===== src/rtl/egress_pkt_arbiter_pkg.sv =====
// egress_pkt_arbiter_pkg: shared egress queue entry widths, layout helper and arbiter state encodings
package egress_pkt_arbiter_pkg;
  localparam int EQ_DATA_WIDTH = 256;
  localparam int EQ_KEEP_WIDTH = 8;
  localparam int EQ_USER_WIDTH = 22;
  localparam int EQ_CNT_WIDTH  = 32;
  typedef enum logic [1:0] {IDLE = 2'd0, LOCK0 = 2'd1, LOCK1 = 2'd2} state_t;
  function automatic int eq_width(input int dw, input int kw, input int uw);
    return dw + kw + uw + 2;
  endfunction
endpackage


===== src/rtl/egress_entry_unpack.sv =====
// egress_entry_unpack: split a queue entry into data/keep/user/start/end fields
module egress_entry_unpack
  import egress_pkt_arbiter_pkg::*;
#(
  parameter int DATA_WIDTH = EQ_DATA_WIDTH,
  parameter int KEEP_WIDTH = EQ_KEEP_WIDTH,
  parameter int USER_WIDTH = EQ_USER_WIDTH,
  localparam int EW = eq_width(DATA_WIDTH, KEEP_WIDTH, USER_WIDTH)
) (
  input  logic [EW-1:0]         iv_entry,
  output logic [DATA_WIDTH-1:0] ov_data,
  output logic [KEEP_WIDTH-1:0] ov_keep,
  output logic [USER_WIDTH-1:0] ov_user,
  output logic                  o_start,
  output logic                  o_end
);
  assign ov_data = iv_entry[DATA_WIDTH-1:0];
  assign ov_keep = iv_entry[DATA_WIDTH +: KEEP_WIDTH];
  assign ov_user = iv_entry[DATA_WIDTH+KEEP_WIDTH +: USER_WIDTH];
  assign o_start = iv_entry[EW-2];
  assign o_end   = iv_entry[EW-1];
endmodule


===== src/rtl/egress_pkt_arbiter.sv =====
// egress_pkt_arbiter: packet-granular round-robin merge of two FWFT egress queues onto one tx stream
module egress_pkt_arbiter
  import egress_pkt_arbiter_pkg::*;
#(
  parameter int DATA_WIDTH         = EQ_DATA_WIDTH,
  parameter int KEEP_WIDTH         = EQ_KEEP_WIDTH,
  parameter int USER_WIDTH         = EQ_USER_WIDTH,
  parameter int EGRESS_QUEUE_WIDTH = eq_width(DATA_WIDTH, KEEP_WIDTH, USER_WIDTH),
  parameter int CNT_WIDTH          = EQ_CNT_WIDTH
) (
  input  logic                          clk,
  input  logic                          rst_n,
  input  logic                          i_q0_empty,
  input  logic [EGRESS_QUEUE_WIDTH-1:0] iv_q0_dout,
  output logic                          o_q0_rd_en,
  input  logic                          i_q1_empty,
  input  logic [EGRESS_QUEUE_WIDTH-1:0] iv_q1_dout,
  output logic                          o_q1_rd_en,
  output logic                          o_tx_pkt_valid,
  output logic                          o_tx_pkt_start,
  output logic                          o_tx_pkt_end,
  output logic [USER_WIDTH-1:0]         ov_tx_pkt_user,
  output logic [KEEP_WIDTH-1:0]         ov_tx_pkt_keep,
  output logic [DATA_WIDTH-1:0]         ov_tx_pkt_data,
  input  logic                          i_tx_pkt_ready,
  output logic [CNT_WIDTH-1:0]          ov_q0_pkt_cnt,
  output logic [CNT_WIDTH-1:0]          ov_q1_pkt_cnt,
  output logic [CNT_WIDTH-1:0]          ov_frame_err_cnt
);
  logic [EGRESS_QUEUE_WIDTH-1:0] w_dout [2];
  logic [DATA_WIDTH-1:0]         w_data [2];
  logic [KEEP_WIDTH-1:0]         w_keep [2];
  logic [USER_WIDTH-1:0]         w_user [2];
  logic [1:0]                    w_st, w_en;
  state_t r_state;
  logic   r_rr, r_src;
  logic   w_free, w_idle, w_sel0, w_sel1, w_pop, w_start, w_end, w_fwd, w_err;
  assign w_dout[0] = iv_q0_dout;
  assign w_dout[1] = iv_q1_dout;
  for (genvar g = 0; g < 2; g++) begin : g_unpack
    egress_entry_unpack #(
      .DATA_WIDTH(DATA_WIDTH), .KEEP_WIDTH(KEEP_WIDTH), .USER_WIDTH(USER_WIDTH)
    ) u_unpack (
      .iv_entry(w_dout[g]), .ov_data(w_data[g]), .ov_keep(w_keep[g]),
      .ov_user(w_user[g]), .o_start(w_st[g]), .o_end(w_en[g])
    );
  end
  assign w_free = !o_tx_pkt_valid | i_tx_pkt_ready;
  assign w_idle = r_state == IDLE;
  // r_rr names the queue preferred when both have a packet waiting
  assign w_sel1 = (r_state == LOCK1) | (w_idle & !i_q1_empty & (i_q0_empty | r_rr));
  assign w_sel0 = (r_state == LOCK0) | (w_idle & !w_sel1);
  assign o_q0_rd_en = w_free & !i_q0_empty & w_sel0;
  assign o_q1_rd_en = w_free & !i_q1_empty & w_sel1;
  assign w_pop   = o_q0_rd_en | o_q1_rd_en;
  assign w_start = w_sel1 ? w_st[1] : w_st[0];
  assign w_end   = w_sel1 ? w_en[1] : w_en[0];
  assign w_fwd   = w_pop & (w_start | !w_idle);
  assign w_err   = w_pop & (w_start ^ w_idle);
  always_ff @(posedge clk or negedge rst_n) begin
    if (!rst_n) begin
      o_tx_pkt_valid   <= 1'b0;
      o_tx_pkt_start   <= 1'b0;
      o_tx_pkt_end     <= 1'b0;
      ov_tx_pkt_user   <= '0;
      ov_tx_pkt_keep   <= '0;
      ov_tx_pkt_data   <= '0;
      ov_q0_pkt_cnt    <= '0;
      ov_q1_pkt_cnt    <= '0;
      ov_frame_err_cnt <= '0;
      r_state          <= IDLE;
      r_rr             <= 1'b0;
      r_src            <= 1'b0;
    end else begin
      if (w_free) begin
        o_tx_pkt_valid <= w_fwd;
        if (w_fwd) begin
          o_tx_pkt_start <= w_start;
          o_tx_pkt_end   <= w_end;
          ov_tx_pkt_user <= w_sel1 ? w_user[1] : w_user[0];
          ov_tx_pkt_keep <= w_sel1 ? w_keep[1] : w_keep[0];
          ov_tx_pkt_data <= w_sel1 ? w_data[1] : w_data[0];
          r_src          <= w_sel1;
        end
      end
      if (w_pop && w_start) begin
        r_rr    <= !w_sel1;
        r_state <= w_end ? IDLE : (w_sel1 ? LOCK1 : LOCK0);
      end else if (w_pop && !w_idle && w_end)
        r_state <= IDLE;
      if (w_err && !(&ov_frame_err_cnt))
        ov_frame_err_cnt <= ov_frame_err_cnt + 1'b1;
      if (o_tx_pkt_valid && i_tx_pkt_ready && o_tx_pkt_end) begin
        if (r_src) ov_q1_pkt_cnt <= ov_q1_pkt_cnt + 1'b1;
        else       ov_q0_pkt_cnt <= ov_q0_pkt_cnt + 1'b1;
      end
    end
  end
endmodule


===== config.mk =====
export PLATFORM = sky130hd
export DESIGN_NAME = egress_pkt_arbiter
export DESIGN_NICKNAME = d
export VERILOG_FILES = /design/src/rtl/egress_pkt_arbiter_pkg.sv /design/src/rtl/egress_entry_unpack.sv /design/src/rtl/egress_pkt_arbiter.sv
export SDC_FILE = /design/constraint.sdc
export NUM_CORES = 1
export LEC_CHECK = 0
export BUFFER_PORTS_ARGS = -buffer_cell sky130_fd_sc_hd__clkbuf_2
export CORE_AREA = 2 2 372 374
export DETAILED_ROUTE_END_ITERATION = 10
export DIE_AREA = 0 0 374 376
export PLACE_DENSITY = 0.38
export SETUP_SLACK_MARGIN = 0.4
export SYNTH_ARGS = -nofsm -noshare
export SYNTH_HDL_FRONTEND = slang
export SYNTH_SLANG_ARGS = --single-unit

===== constraint.sdc =====
create_clock -name clk -period 3.2 [get_ports clk]
set_clock_uncertainty 0.05 [all_clocks]
set_input_delay 0.48 -clock clk [delete_from_list [all_inputs] [get_ports clk]]
set_output_delay 0.48 -clock clk [all_outputs]
set_load 0.1 [all_outputs]

; ---- Yosys cells after proc, flatten, opt, wreduce, memory -nomap -nowiden
; Cells that the tools add are included.
[op_classes]
addsub = 3
eq_ne = 2
muxes = 9
bitwise = 17
reduce_logical = 18
[ops]
columns = op, count
row1 = 2-to-1 mux 256 bit, 1
row2 = "adder 32 x 1 -> 32 bit, second input constant", 3
row3 = AND reduction 32 bit, 1
row4 = 2-to-1 mux 22 bit, 1
row5 = AND 1 bit, 9
row6 = 2-to-1 mux 2 bit, 4
row7 = 2-to-1 mux 8 bit, 1
row8 = logical AND 1 bit, 6
row9 = logical NOT 1 bit, 6
row10 = OR 1 bit, 6
row11 = AND reduction 2 bit, 3
row12 = "== test 2 x 1 -> 1 bit, second input constant", 1
row13 = "== test 2 bit, second input constant", 1
row14 = logical NOT 2 bit, 1
row15 = 2-to-1 mux 1 bit, 2
row16 = nonzero test 2 bit, 1
row17 = NOT 1 bit, 1
row18 = bitwise XOR 1 bit, 1
[word_totals]
reg_bits = 389
input_bits = 581
output_inout_bits = 387
word_cells = 61

; ---- Longest topological paths before layout
; Gate-level depths: netlist (run 1).
[depth]
depth_word = 13
ltp_mapped = 13
mapped_depth_nobuf = 8

; ---- By module
; A second synthesis (run 1) with hierarchy kept.
[unflattened]
cells_unflattened = 2238
hier_area_um2 = 22027.4
[by_module_without_submodules]
columns = module, n_inst, cells_each, area_per_inst_um2, seq_area_each_um2
row1 = egress_pkt_arbiter, 1, 1662, 17703.2, 9734.3
row2 = egress_entry_unpack, 2, 288, 2162.1, 0.0

; ---- Least setup slack after synthesis (run 1)
; Ideal clock, no wire load.
[synth_timing]
path_kind = input -> output
startpoint = input port i_q0_empty
endpoint = output port o_q0_rd_en
arrival_time_ns = 4.128
required_ns = 2.670
slack_ns = -1.458
path_stages = 6
n_path_buf = 3
cell_sequence = o21bai_1 > a21oi_1 > clkbuf_1 > buf_2 > buf_1 > nor4_1
[synth_via]
elab_chain_len = 7
elab_cells_between_ends = 9
classes_between = bitwise (7) / reduce/logical (2)
[synth_rtl]
columns = element, line
row1 = start: declaration, egress_pkt_arbiter.sv:13  ; input logic i_q0_empty,
row2 = OR 1 bit, egress_pkt_arbiter.sv:51  ; assign w_sel1 = (r_state == LOCK1) | (w_idle & !i_q1_empty & (i_q0_empty | r_rr));
row3 = AND 1 bit, egress_pkt_arbiter.sv:51
row4 = OR 1 bit, egress_pkt_arbiter.sv:51
row5 = logical NOT 1 bit, egress_pkt_arbiter.sv:52  ; assign w_sel0 = (r_state == LOCK0) | (w_idle & !w_sel1);
row6 = AND 1 bit, egress_pkt_arbiter.sv:52
row7 = OR 1 bit, egress_pkt_arbiter.sv:52
row8 = AND 1 bit (*), egress_pkt_arbiter.sv:53  ; assign o_q0_rd_en = w_free & !i_q0_empty & w_sel0;
row9 = end: declaration, egress_pkt_arbiter.sv:15  ; output logic o_q0_rd_en,
; Every way passes the cells marked *; elsewhere a longest branch is shown, timed or not.

; ---- Worst setup path in the final report (run 1)
[layout_timing]
startpoint = register r_rr
endpoint = register ov_tx_pkt_data[40]
[layout_via]
elab_chain_len = 10
elab_cells_between_ends = 14
classes_between = mux (2) / bitwise (10) / reduce/logical (2)
[layout_rtl]
columns = element, line
row1 = start: declaration, egress_pkt_arbiter.sv:36  ; logic r_rr, r_src;
row2 = start signal: assignment, egress_pkt_arbiter.sv:87  ; r_rr <= !w_sel1;
row3 = OR 1 bit (*), egress_pkt_arbiter.sv:51
row4 = AND 1 bit (*), egress_pkt_arbiter.sv:51
row5 = OR 1 bit (*), egress_pkt_arbiter.sv:51
row6 = logical NOT 1 bit, egress_pkt_arbiter.sv:52
row7 = AND 1 bit, egress_pkt_arbiter.sv:52
row8 = OR 1 bit, egress_pkt_arbiter.sv:52
row9 = AND 1 bit, egress_pkt_arbiter.sv:53
row10 = OR 1 bit, egress_pkt_arbiter.sv:55  ; assign w_pop = o_q0_rd_en | o_q1_rd_en;
row11 = AND 1 bit, egress_pkt_arbiter.sv:58  ; assign w_fwd = w_pop & (w_start | !w_idle);
row12 = AND reduction 2 bit (no source line), --
row13 = end signal: assignment, egress_pkt_arbiter.sv:82  ; ov_tx_pkt_data <= w_sel1 ? w_data[1] : w_data[0];
row14 = end: declaration, egress_pkt_arbiter.sv:24  ; output logic [DATA_WIDTH-1:0] ov_tx_pkt_data,
; Marks and branches as above.
; A chain may end at the register's enable or synchronous reset.

==> summary.txt, run 1 <==
Place
  – PortBufs: 967
  – RD Place Congestion: 0.844
  – Post-DP HPWL: between 70,000 and 80,000 um

STA
  – Clock period minus worst slack: 2.75 ns
  – Period utilization: 85.8%
  – Setup Viol. Count Final: 0
  – Least-Margin Pin Slew: 1.05 ns
  – Final Max Tran Viols: 0
  – Top achievable clock speed: 364 MHz
  – Number of failing hold endpoints at the final stage: 0
  – Total Negative Setup Slacks: 0 ns
  – Worst-case headroom to the max-slew limit: 30.0%
  – Setup repair after global routing missed its margin: false

Yosys
  – Total nets after synthesis: 2,264
  – Total number of yosys warnings: 0
  – Leading post-synthesis cells by cell area: dfrtp_1 (55%), mux2i_1 (16%), o21ai_0 (8.3%), nand2_1 (7.0%), xnor2_1 (2.5%)
  – Mapped Area: approximately 18,000 um2
  – Share of async-settable or async-resettable flops after synthesis: 100%
  – Yosys top cell by area: dfrtp_1
  – Synth unique cells: 43
  – Count of flip-flops with a built-in enable after synthesis: 0
  – Seq cells post-synth: 389
  – Avg Cell Area, Syn: 10.5 um2
  – Top-area cell type share of the netlist area: 55.2%
  – Share of the yosys chip area belonging to registers: 55.2%
  – Mapped Cells: 1,679
  – Top FF cell, synth: dfrtp_1

Run status
  – Status: complete, no violations

Drt
  – Total number of vias: 15,900
  – Final routed wire length divided by cell count: 19.6 um
  – DRC errors left: 0
  – Detailed-routing iteration count for the pre-antenna-repair pass: 4
  – Detailed router's first-iteration violation count: 784
  – Antenna viol nets, final: 0
  – Ratio of routed vias to standard cells: 3.54
  – Total wirelength of the detailed-routed design: ~90,000 um

Setup path
  – Critical register-to-register path endpoint: ov_tx_pkt_data[40]
  – CP max FO: 83
  – R2R cell count: 7
  – Startpoint type of the worst setup path: register
  – Worst endpoint data arrival time: 3.17 ns
  – Crit path kind: register to register
  – Internal reg-to-reg setup slack: 0.45 ns
  – Worst EP required: 3.62 ns
  – Type of element capturing the critical path: register
  – Reg-to-reg startpoint: r_rr

Global route
  – Vias in the first global route: 15,900
  – Overflow left after global routing: 0
  – Largest net degree at the start of global routing: between 100 and 150
  – Initial antenna violation count: 5
  – Wire length of the first global-routing pass: 122,000 um
  – Tot GR Track Use: between 10% and 20%

Clock tree
  – Clock sink total: 389
  – Buffers from clock root to sink, at most: 3
  – Clk pin slew, worst setup/hold paths: 0.06 ns
  – CTS buffer count: 49
  – Clock tree from TritonCTS: built
  – Buffer type at the clock tree root: clkbuf_16
  – CTS H-Tree Depth: 2
  – Clk Latency, worst-skew pair: ~0.61 ns

Final layout
  – Net count of the finished layout: 3,236
  – Final-layout fill cell count: 15,400
  – Layout cells sized above 1: 42.5%
  – Synthesis-to-finish area growth: 51.1%

Floorplanning
  – Initial Utilization: 12.9%
  – Die Footprint: 141,000 um2
  – Number of core rows: 136
  – Count of pins on the block boundary: 968
  – Core area: 137,000 um2
  – Horizontal die dimension: roughly 370 um
  – Vertical die dimension: 376 um

Min path
  – WHS Path Cells: 3
  – Tightest Hold Check Type: input port to register
  – Hold Startpoint: iv_q0_dout[54]
  – End point of the worst hold path: ov_tx_pkt_data[54]

Job
  – Reported max-cap violation count: 0
-- flip-flops by register name, summed over array words and instances, names as in the netlist --
name	cells
r_src	1
o_tx_pkt_start	1
ov_tx_pkt_data	256
r_state	2
o_tx_pkt_end	1
ov_tx_pkt_user	22
o_tx_pkt_valid	1
r_rr	1
ov_q0_pkt_cnt	32
ov_frame_err_cnt	32
ov_tx_pkt_keep	8
ov_q1_pkt_cnt	32
-- timing repair --
item,CTS,global route
gates cloned,0,0
pin swaps,0,3
gates resized for setup,5,7
hold endpoints to repair,52,0
hold buffers,1,0
setup buffers,0,2
endpoints found under the setup margin,5,23
-- metal layers --
| layer | vias to the layer above | part of all wire (%) | global-route usage [%] |
|---|---|---|---|
| met5 | - | 0.039 | 0 |
| met4 | 4 | 2.1 | 2.94 |
| met3 | 79 | 6.3 | 3.16 |
| met2 | 510 | 48 | 20.2 |
| met1 | 7518 | 43 | 15.4 |
| li1 | 7768 | - | - |
-- cell type report --
cell class | instances | area (um2) | area share [%]
Antenna cell | 1 | 2.50 | 0.00939
Clock buffer | 77 | 1440 | 5.41
Clock inverter | 12 | 136 | 0.512
Inverter | 10 | 37.5 | 0.141
Multi-Input combinational cell | 1177 | 7550 | 28.3
Sequential cell | 389 | 9770 | 36.7
Tap cell | 1794 | 2240 | 8.43
Timing Repair Buffer | 1024 | 5460 | 20.5
-- cells in the final DEF, fill, tap and decap left out, types with 3 or more instances in the layout --
cell type,instances
clkbuf_16,49
clkbuf_8,11
o21ai_0,292
clkinv_2,7
nor3_1,15
nor2_1,33
mux2i_1,286
clkbuf_2,965
nor4_2,5
xor2_1,38
nand2b_1,3
clkbuf_1,17
and3_1,7
dfrtp_2,25
or3_1,6
nand2_1,329
nand4_1,25
buf_12,12
a21oi_1,5
xnor2_1,50
ha_1,4
nor4_1,5
buf_4,43
inv_1,10
and4_1,10
dfrtp_1,364
nand3_1,30
-- how the worst max path moves through the flow --
stage,startpoint,to,slack [ns],cells after the start
2_1_floorplan,i_q0_empty,o_q0_rd_en,0.36,6
3_3_place_gp,i_q1_empty,ov_frame_err_cnt[30],0.10,10
3_5_place_dp,i_q1_empty,ov_frame_err_cnt[30],0.09,10
4_1_cts,r_rr,o_q0_rd_en,0.38,6
5_1_grt,r_rr,ov_tx_pkt_data[40],0.38,7
6_report,r_rr,ov_tx_pkt_data[40],0.45,7
-- worst max-delay path, cell delays in order, from the launching register on --
cell and delay (ns):
dfrtp_1 0.39, o21bai_2 0.11, a21oi_4 0.22, buf_12 0.18, buf_12 0.23, buf_16 0.45, mux2i_1 0.56, o21ai_0 0.14
-- synthesized netlist by cell type (2+ instances only) --
library cell	count
or3_1	8
and2_1	2
o21ai_0	292
buf_2	10
nor2_1	33
nand2b_1	3
xor2_1	38
inv_1	10
dfrtp_1	389
nor3_1	17
xnor2_1	50
mux2i_1	288
nand3_1	30
a21oi_1	6
mux2_2	2
nor4_2	2
ha_1	4
nor2b_1	2
or2_2	2
nand2_1	329
nand4_1	25
buf_1	8
o31ai_1	2
clkbuf_1	84
and3_1	7
and4_1	10
nor4_1	10
-- cell families after synthesis --
family | count (synthesis) | synth area share (%)
buf+inv | 113 | 2.52
simple gates | 486 | 12.1
fa+ha+maj | 4 | 0.284
xor+xnor | 88 | 4.37
compound gates | 308 | 8.91
mux | 291 | 16.6
flops | 389 | 55.2
-- stage by stage --
step | worst slack, ns | std cells | util [%] | hold slack [ns] | cell area, um2
finish | 0.455 | 4484 | 19.5 | 0.109 | 26600
global route | 0.379 | 4483 | 19.5 | 0.0690 | 26600
CTS | 0.382 | 4481 | 19.5 | 0.0351 | 26600
detailed placement | 0.0889 | 4391 | 18.3 | 0.416 | 25000
global placement | 0.105 | 4391 | 18.3 | 0.408 | 25000
floorplan | 0.360 | 1679 | - | 0.134 | 17700
Power of run 1 is not shown: default switching activity piles up to over one toggle a cycle in this logic, so the estimate is an artifact.
==> run 2, diff against run 1 <==
Settings changed: CORE_AREA 2 2 372 374 to 2 2 375 377, DIE_AREA 0 0 374 376 to 0 0 377 379, PLACE_DENSITY 0.38 to 0.41, SYNTH_HIERARCHICAL set to 1.
==> run 2 against run 1 <==
Synthesized cell count up 33%; design area up 0.65%; sequential share of layout area down 0.34 points; global-route usage down 1.5 points; worst setup slack better by 0.10 ns; final cell count up 0.20%; non-clock buffer count up 16; critical path type is now register to output port; critical endpoint is now o_q0_rd_en; largest cell class unchanged.
==> summary.txt, run 2 <==
Clock tree
  – Buffer type at the clock tree root: clkbuf_16
  – Clock sink total: 389 (unchanged)
  – CTS H-Tree Depth: 2 (unchanged)
  – Buffers from clock root to sink, at most: 3 (unchanged)
  – Clock tree from TritonCTS: built
  – Clk Latency, worst-skew pair: 0.61 ns (about the same)
  – CTS buffer count: 48 (-2.0%)
  – Clk pin slew, worst setup/hold paths: 0.06 ns (about the same)

Final layout
  – Layout cells sized above 1: 42.2% (-0.32 points)
  – Final-layout fill cell count: 15,600 (+1.3%)
  – Largest register FFs: 256 (unchanged)
  – Synthesis-to-finish area growth: 21.7%
  – Antenna cells: 0 (-1)
  – FF+latch area: 9740 um2 (-0.28%)
  – Most common cell after layout, fill and taps aside: clkbuf_2
  – Commonest non-fill, non-tap cells in the layout: clkbuf_2 (965), dfrtp_1 (386), nand2_1 (327)
  – Footprint of the multi-input gates: 7570 um2 (+0.27%)
  – Largest register by flop count: ov_tx_pkt_data
  – Net count of the finished layout: 3,236 (unchanged)

Global route
  – Tot GR Track Use: 10.6% (-1.5 points)
  – Overflow left after global routing: 0 (unchanged)
  – Initial antenna violation count: 5 (unchanged)
  – Largest net degree at the start of global routing: 76 (-33%)
  – Wire length of the first global-routing pass: 109,000 um (-10%)
  – Vias in the first global route: 15,500 (-2.1%)

Floorplanning
  – Initial Utilization: 15.9% (+3.0 points)
  – Vertical die dimension: 379 um (+0.80%)
  – Die Footprint: 143,000 um2 (+1.6%)
  – Number of core rows: 137 (+0.74%)
  – Count of pins on the block boundary: 968 (unchanged)
  – Core area: 139,000 um2 (+1.6%)
  – Horizontal die dimension: 377 um (+0.80%)

Min path
  – End point of the worst hold path: ov_tx_pkt_data[183]
  – Hold Startpoint: iv_q0_dout[183]
  – Tightest Hold Check Type: input port to register
  – WHS Path Cells: 3 (unchanged)

Yosys
  – Mapped Area: 22,000 um2 (+25%)
  – Synth unique cells: 45 (+4.7%)
  – Top FF cell, synth: dfrtp_1
  – Share of async-settable or async-resettable flops after synthesis: 100% (unchanged)
  – Avg Cell Area, Syn: 9.84 um2 (-6.3%)
  – Total nets after synthesis: 2,823 (+25%)
  – Mapped Cells: 2,238 (+33%)
  – Leading post-synthesis cells by cell area: dfrtp_1 (44%), buf_4 (20%), mux2i_1 (13%), o21ai_1 (6.3%), nand2_1 (5.6%)
  – Most frequent cell after synthesis: buf_4
  – Count of flip-flops with a built-in enable after synthesis: 0 (unchanged)
  – Share of the yosys chip area belonging to registers: 44.2% (-11 points)
  – Top-area cell type share of the netlist area: 44.2% (-11 points)
  – Total number of yosys warnings: 6 (+6)
  – Yosys top cell by area: dfrtp_1
  – Top cells by instance count after synthesis: buf_4 (576), dfrtp_1 (389), nand2_1 (327), mux2i_1 (288), o21ai_1 (278)
  – Seq cells post-synth: 389 (unchanged)

Drt
  – Antenna viol nets, final: 0 (unchanged)
  – Detailed router's first-iteration violation count: 661 (-16%)
  – Total number of vias: 15,600 (-1.9%)
  – Detailed-routing iteration count for the pre-antenna-repair pass: 4 (unchanged)
  – Total wirelength of the detailed-routed design: 79,800 um (-9.3%)
  – Final routed wire length divided by cell count: 17.8 um (-9.5%)
  – DRC errors left: 0 (unchanged)
  – Ratio of routed vias to standard cells: 3.47 (-2.1%)

STA
  – Setup Viol. Count Final: 0 (unchanged)
  – Period utilization: 82.5% (-3.2 points)
  – Setup repair after global routing missed its margin: false
  – Final Max Tran Viols: 0 (unchanged)
  – Top achievable clock speed: 379 MHz (+3.9%)
  – Number of failing hold endpoints at the final stage: 0 (unchanged)
  – Clock period minus worst slack: 2.64 ns (-0.104 ns)
  – Worst-case headroom to the max-slew limit: 45.0% (+15 points)
  – Least-Margin Pin Slew: 0.828 ns (-0.222 ns)
  – Total Negative Setup Slacks: 0 ns (unchanged)

Setup path
  – Worst endpoint data arrival time: 2.11 ns (-1.06 ns)
  – Critical register-to-register path endpoint: ov_frame_err_cnt[1]
  – Startpoint type of the worst setup path: register
  – Internal reg-to-reg setup slack: 0.69 ns (+0.24 ns)
  – Worst EP required: 2.67 ns (-0.95 ns)
  – CP max FO: 35 (-58%)
  – Crit path kind: register to output port
  – R2R cell count: 9 (+2)
  – Type of element capturing the critical path: output port
  – Reg-to-reg startpoint: r_state[1]

Job
  – Reported max-cap violation count: 0 (unchanged)

Place
  – RD Place Congestion: 0.837 (-0.91%)
  – PortBufs: 967 (unchanged)
  – Post-DP HPWL: 66,900 um (-9.6%)

Run status
  – Status: complete, no violations
run 2: metal layers:
| layer | global-route usage [%] | up-vias | part of all wire [%] |
|---|---|---|---|
| met3 | 2.80 | 78 | 7.3 |
| met4 | 2.52 | 6 | 2.1 |
| met2 | 18.7 | 516 | 51 |
| met5 | 0 | - | 0.044 |
| li1 | - | 7752 | - |
| met1 | 12.7 | 7227 | 40 |
run 2: how the worst max path moves through the flow:
stage | cells past startpoint | from | slack, ns | end
final | 6 | r_rr | 0.56 | o_q0_rd_en
after global routing | 6 | r_rr | 0.41 | o_q0_rd_en
after CTS | 6 | r_rr | 0.41 | o_q0_rd_en
after detailed placement | 10 | i_q1_empty | 0.29 | ov_frame_err_cnt[1]
after global placement | 10 | i_q1_empty | 0.32 | ov_frame_err_cnt[1]
after floorplan | 6 | ov_frame_err_cnt[1] | 0.40 | ov_frame_err_cnt[28]
run 2: cell type report:
type | instances | share of cell area (%)
repair buffers | 1040 | 21.0
clock inverters | 17 | 0.929
clock buffers | 68 | 5.06
multi-input cells | 1168 | 28.2
flip-flops and latches | 389 | 36.3
well taps | 1807 | 8.43
inverters | 4 | 0.0560
run 2: through the flow:
step / std cells / setup slack [ns] / hold slack [ns] / area [um2] / util [%]
3_5_place_dp: 4406 / 0.293 / 0.416 / 25200 / 18.1
3_3_place_gp: 4406 / 0.320 / 0.410 / 25200 / 18.1
4_1_cts: 4493 / 0.414 / 0.00484 / 26800 / 19.3
2_1_floorplan: 2238 / 0.403 / 0.134 / 22100 / -
5_1_grt: 4493 / 0.410 / 0.0430 / 26800 / 19.3
6_report: 4493 / 0.558 / 0.0930 / 26800 / 19.3
run 2: cell families after synthesis:
family                   Yosys count  share of synthesized area, %
multiplexers                     291                          13.2
AO/OA/AOI/OAI                    298                          6.84
buffers and inverters            681                          21.7
AND/OR/NAND/NOR                  482                          10.1
adder cells (fa/ha/maj)            4                         0.227
flip-flops                       389                          44.2
XOR/XNOR                          93                          3.70
run 2: worst max-delay path, cell delays in order, from the launching register on:
cell	delay [ns]
dfrtp_2	0.43
o21bai_4	0.19
a21oi_4	0.08
buf_4	0.18
buf_12	0.17
nor4_4	0.18
buf_8	0.24
run 2: timing repair:
| item | in CTS | in global routing |
|---|---|---|
| hold buffers | 1 | 0 |
| resized for setup | 5 | 2 |
| setup endpoints to repair | 1 | 6 |
| hold endpoints to repair | 55 | 0 |
| buffers inserted | 1 | 0 |
| pin swaps | 2 | 0 |
Power of run 2 is left out for the same reason.
==> run 3, diff against run 2 <==
Settings changed: CORE_AREA 2 2 375 377 to 2 2 373 375, DIE_AREA 0 0 377 379 to 0 0 375 377, PLACE_DENSITY 0.41 to 0.43.
Clock period 3.2 ns to 2.3 ns, I/O delays scaled along.
==> run 3 against run 2 <==
Critical path type is now register to register; die area decreased by 1.1%; core utilization increased by 6.1 points; non-clock buffer count increased by 621; via count increased by 21%; final cell count increased by 14%; routed wire length increased by 16%; the flow now finishes with violations (negative setup slack).
==> summary.txt, run 3 (synthesis results as in run 2) <==
Run status
  – Status: finished with violations
  – Failing checks: negative setup slack

Pwr
  – Power after layout: 56,900 uW
  – Peak ir drop on the vdd network: 1.37 mV
  – Power Density: 1640 nW/um2
  – LEAKAGE: between 0.015 and 0.02 uW

Final layout
  – Most common cell after layout, fill and taps aside: clkbuf_2
  – Commonest non-fill, non-tap cells in the layout: clkbuf_2 (964), dlygate4sd3_1 (492), dfrtp_1 (355)
  – Synthesis-to-finish area growth: 57.7%
  – Fin cells: 5,106 (+14%)
  – Final-layout fill cell count: 14,600 (-6.4%)
  – Layout cells sized above 1: 42.3% (+0.077 points)
  – Largest register by flop count: ov_tx_pkt_data
  – Net count of the finished layout: 3,858 (+19%)
  – Largest register FFs: 256 (unchanged)
  – Post-route cell area: 34,700 um2 (+30%)

Global route
  – Tot GR Track Use: 12.3% (+1.7 points)
  – Wire length of the first global-routing pass: 130,000 um (+19%)
  – Vias in the first global route: 19,900 (+28%)
  – Initial antenna violation count: 7 (+2)
  – Largest net degree at the start of global routing: 56 (-26%)
  – Overflow left after global routing: 0 (unchanged)

Setup path
  – CP max FO: 13 (-63%)
  – R2R cell count: 9 (unchanged)
  – Type of element capturing the critical path: register
  – Startpoint type of the worst setup path: register
  – Internal reg-to-reg setup slack: -0.19 ns (-0.88 ns)
  – Critical register-to-register path endpoint: ov_frame_err_cnt[1]
  – Crit path depth: 9 (+3)
  – Worst endpoint data arrival time: 2.91 ns (+0.80 ns)
  – Crit path kind: register to register
  – Biggest cell delay along the critical path: 0.37 ns (-0.06 ns)
  – Largest delay share family, worst path: multiplexers
  – Reg-to-reg startpoint: r_rr
  – Worst EP required: 2.72 ns (+0.05 ns)
  – Launching instance or port of the critical path: r_rr
  – Critical path cell sequence: o21bai_2 -> a21oi_4 -> mux2i_2 -> ha_1 -> nor3_4 -> buf_6 -> a21boi_4 -> buf_12 -> mux2_1
  – Buffers & Inverters on Critical Path: 2 (-1)
  – Slowest CP cell: dfrtp_1

Floorplanning
  – Initial Utilization: 16.1% (+0.22 points)
  – Number of core rows: 136 (-0.73%)
  – Vertical die dimension: 377 um (-0.53%)
  – Die Footprint: 141,000 um2 (-1.1%)
  – Horizontal die dimension: 375 um (-0.53%)
  – Core area: 137,000 um2 (-1.3%)
  – Count of pins on the block boundary: 968 (unchanged)

Place
  – Post-DP HPWL: 63,900 um (-4.5%)
  – Worst-case setup slack after placement: -0.442 ns (-0.736 ns)
  – Inst Count DP: 4,437 (+0.70%)
  – Area after detailed placement: 25,600 um2 (+1.7%)
  – RD Place Congestion: 0.829 (-0.87%)
  – PortBufs: 967 (unchanged)

STA
  – Least-Margin Pin Slew: 0.744 ns (-0.0837 ns)
  – Number of failing hold endpoints at the final stage: 0 (unchanged)
  – Setup slack after layout: -0.188 ns (-0.746 ns)
  – Setup repair after global routing missed its margin: true
  – Setup Viol. Count Final: 239 (+239)
  – Worst-case headroom to the max-slew limit: 50.6% (+5.6 points)
  – Period utilization: 108%
  – Clock period minus worst slack: 2.49 ns
  – Top achievable clock speed: 402 MHz
  – Final Max Tran Viols: 0 (unchanged)

Min path
  – WHS Path Cells: 3 (unchanged)
  – Hold Startpoint: iv_q0_dout[95]
  – Tightest Hold Check Type: input port to register
  – End point of the worst hold path: ov_tx_pkt_data[95]

Job
  – Reported max-cap violation count: 0 (unchanged)

Clock tree
  – Clock tree from TritonCTS: built
  – CTS buffer count: 49 (+2.1%)
  – Clk Latency, worst-skew pair: 0.60 ns (about the same)
  – CTS H-Tree Depth: 2 (unchanged)
  – Clk pin slew, worst setup/hold paths: 0.06 ns (about the same)
  – Clock sink total: 389 (unchanged)
  – Buffer type at the clock tree root: clkbuf_16
  – Buffers from clock root to sink, at most: 3 (unchanged)

Drt
  – Detailed router's first-iteration violation count: 609 (-7.9%)
  – Total number of vias: 18,900 (+21%)
  – Detailed-routing iteration count for the pre-antenna-repair pass: 7 (+3)
  – Total wirelength of the detailed-routed design: 92,400 um (+16%)
  – Ratio of routed vias to standard cells: 3.70 (+6.8%)
  – Antenna viol nets, final: 0 (unchanged)
  – DRC errors left: 0 (unchanged)
  – Final routed wire length divided by cell count: 18.1 um (+1.8%)
[run 3: cell count changes in the layout (fill, tap and decap cells not counted), moves of 29 or more]
cell	change
dfrtp_1	-31
dlygate4sd3_1	+491
o21ai_1	-80
buf_16	+42
dfrtp_2	+29
o21ai_2	+81
[run 3: report_power, final]
part,leakage (uW),switching (uW),internal [uW],total [uW]
combinational,0.0112,28300,9690,38000
sequential,0.00487,1690,9530,11200
clock,0.000776,3150,4500,7650
total,0.0168,33100,23700,56900
[run 3: repair_timing]
action                     4_1_cts  5_1_grt
pin swaps                       23        7
gates cloned                    40       11
setup endpoints to repair      515      546
hold endpoints to repair       290        0
hold buffers                   492        0
setup buffers                   25       11
resized for setup              128       94
[run 3: worst register-to-register path, stage by stage (launching register included)]
cell      delay (ns)
dfrtp_1         0.37
o21bai_2        0.09
a21oi_4         0.19
mux2i_2         0.26
ha_1            0.29
nor3_4          0.25
buf_6           0.17
a21boi_4        0.22
buf_12          0.16
mux2_1          0.32
[run 3: worst max-delay path by stage]
stage,endpoint,slack (ns)
3_3_place_gp,ov_frame_err_cnt[14],-0.40
3_5_place_dp,ov_frame_err_cnt[11],-0.44
2_1_floorplan,ov_tx_pkt_data[208],-0.16
5_1_grt,ov_frame_err_cnt[11],-0.29
4_1_cts,o_q0_rd_en,-0.21
6_report,ov_frame_err_cnt[1],-0.19
[run 3: area by class of cell]
class                      count  area (um2)  share of cell area [%]
antenna                        2        5.00                  0.0144
clock buffer                  72        1430                    4.10
clock inverter                16         144                   0.414
inverter                       4        15.0                  0.0432
multi-input combinational   1168        8010                    23.1
sequential                   389        9780                    28.2
tap                         1794        2240                    6.46
timing repair buffer        1661       13100                    37.7
[run 3: metal layers]
layer  GRT usage [%]  vias up  share of wire [%]
met5               0        -              0.013
met3            3.19      165                6.2
met4            5.44        2                4.0
met1            14.4     9030                 41
li1                -     9034                  -
met2            21.1      671                 49
[run 3: per-stage QoR]
step	hold slack, ns	utilization (%)	setup TNS (ns)
finish	0.0365	25.4	-13.19
global route	0.0192	25.4	-39.45
floorplan	-0.000591	-	-36.94
detailed placement	0.317	18.7	-31.84
CTS	0.000609	24.8	-21.41
global placement	0.315	18.7	-28.97
Note: power is estimated with default switching activity, not from simulation.
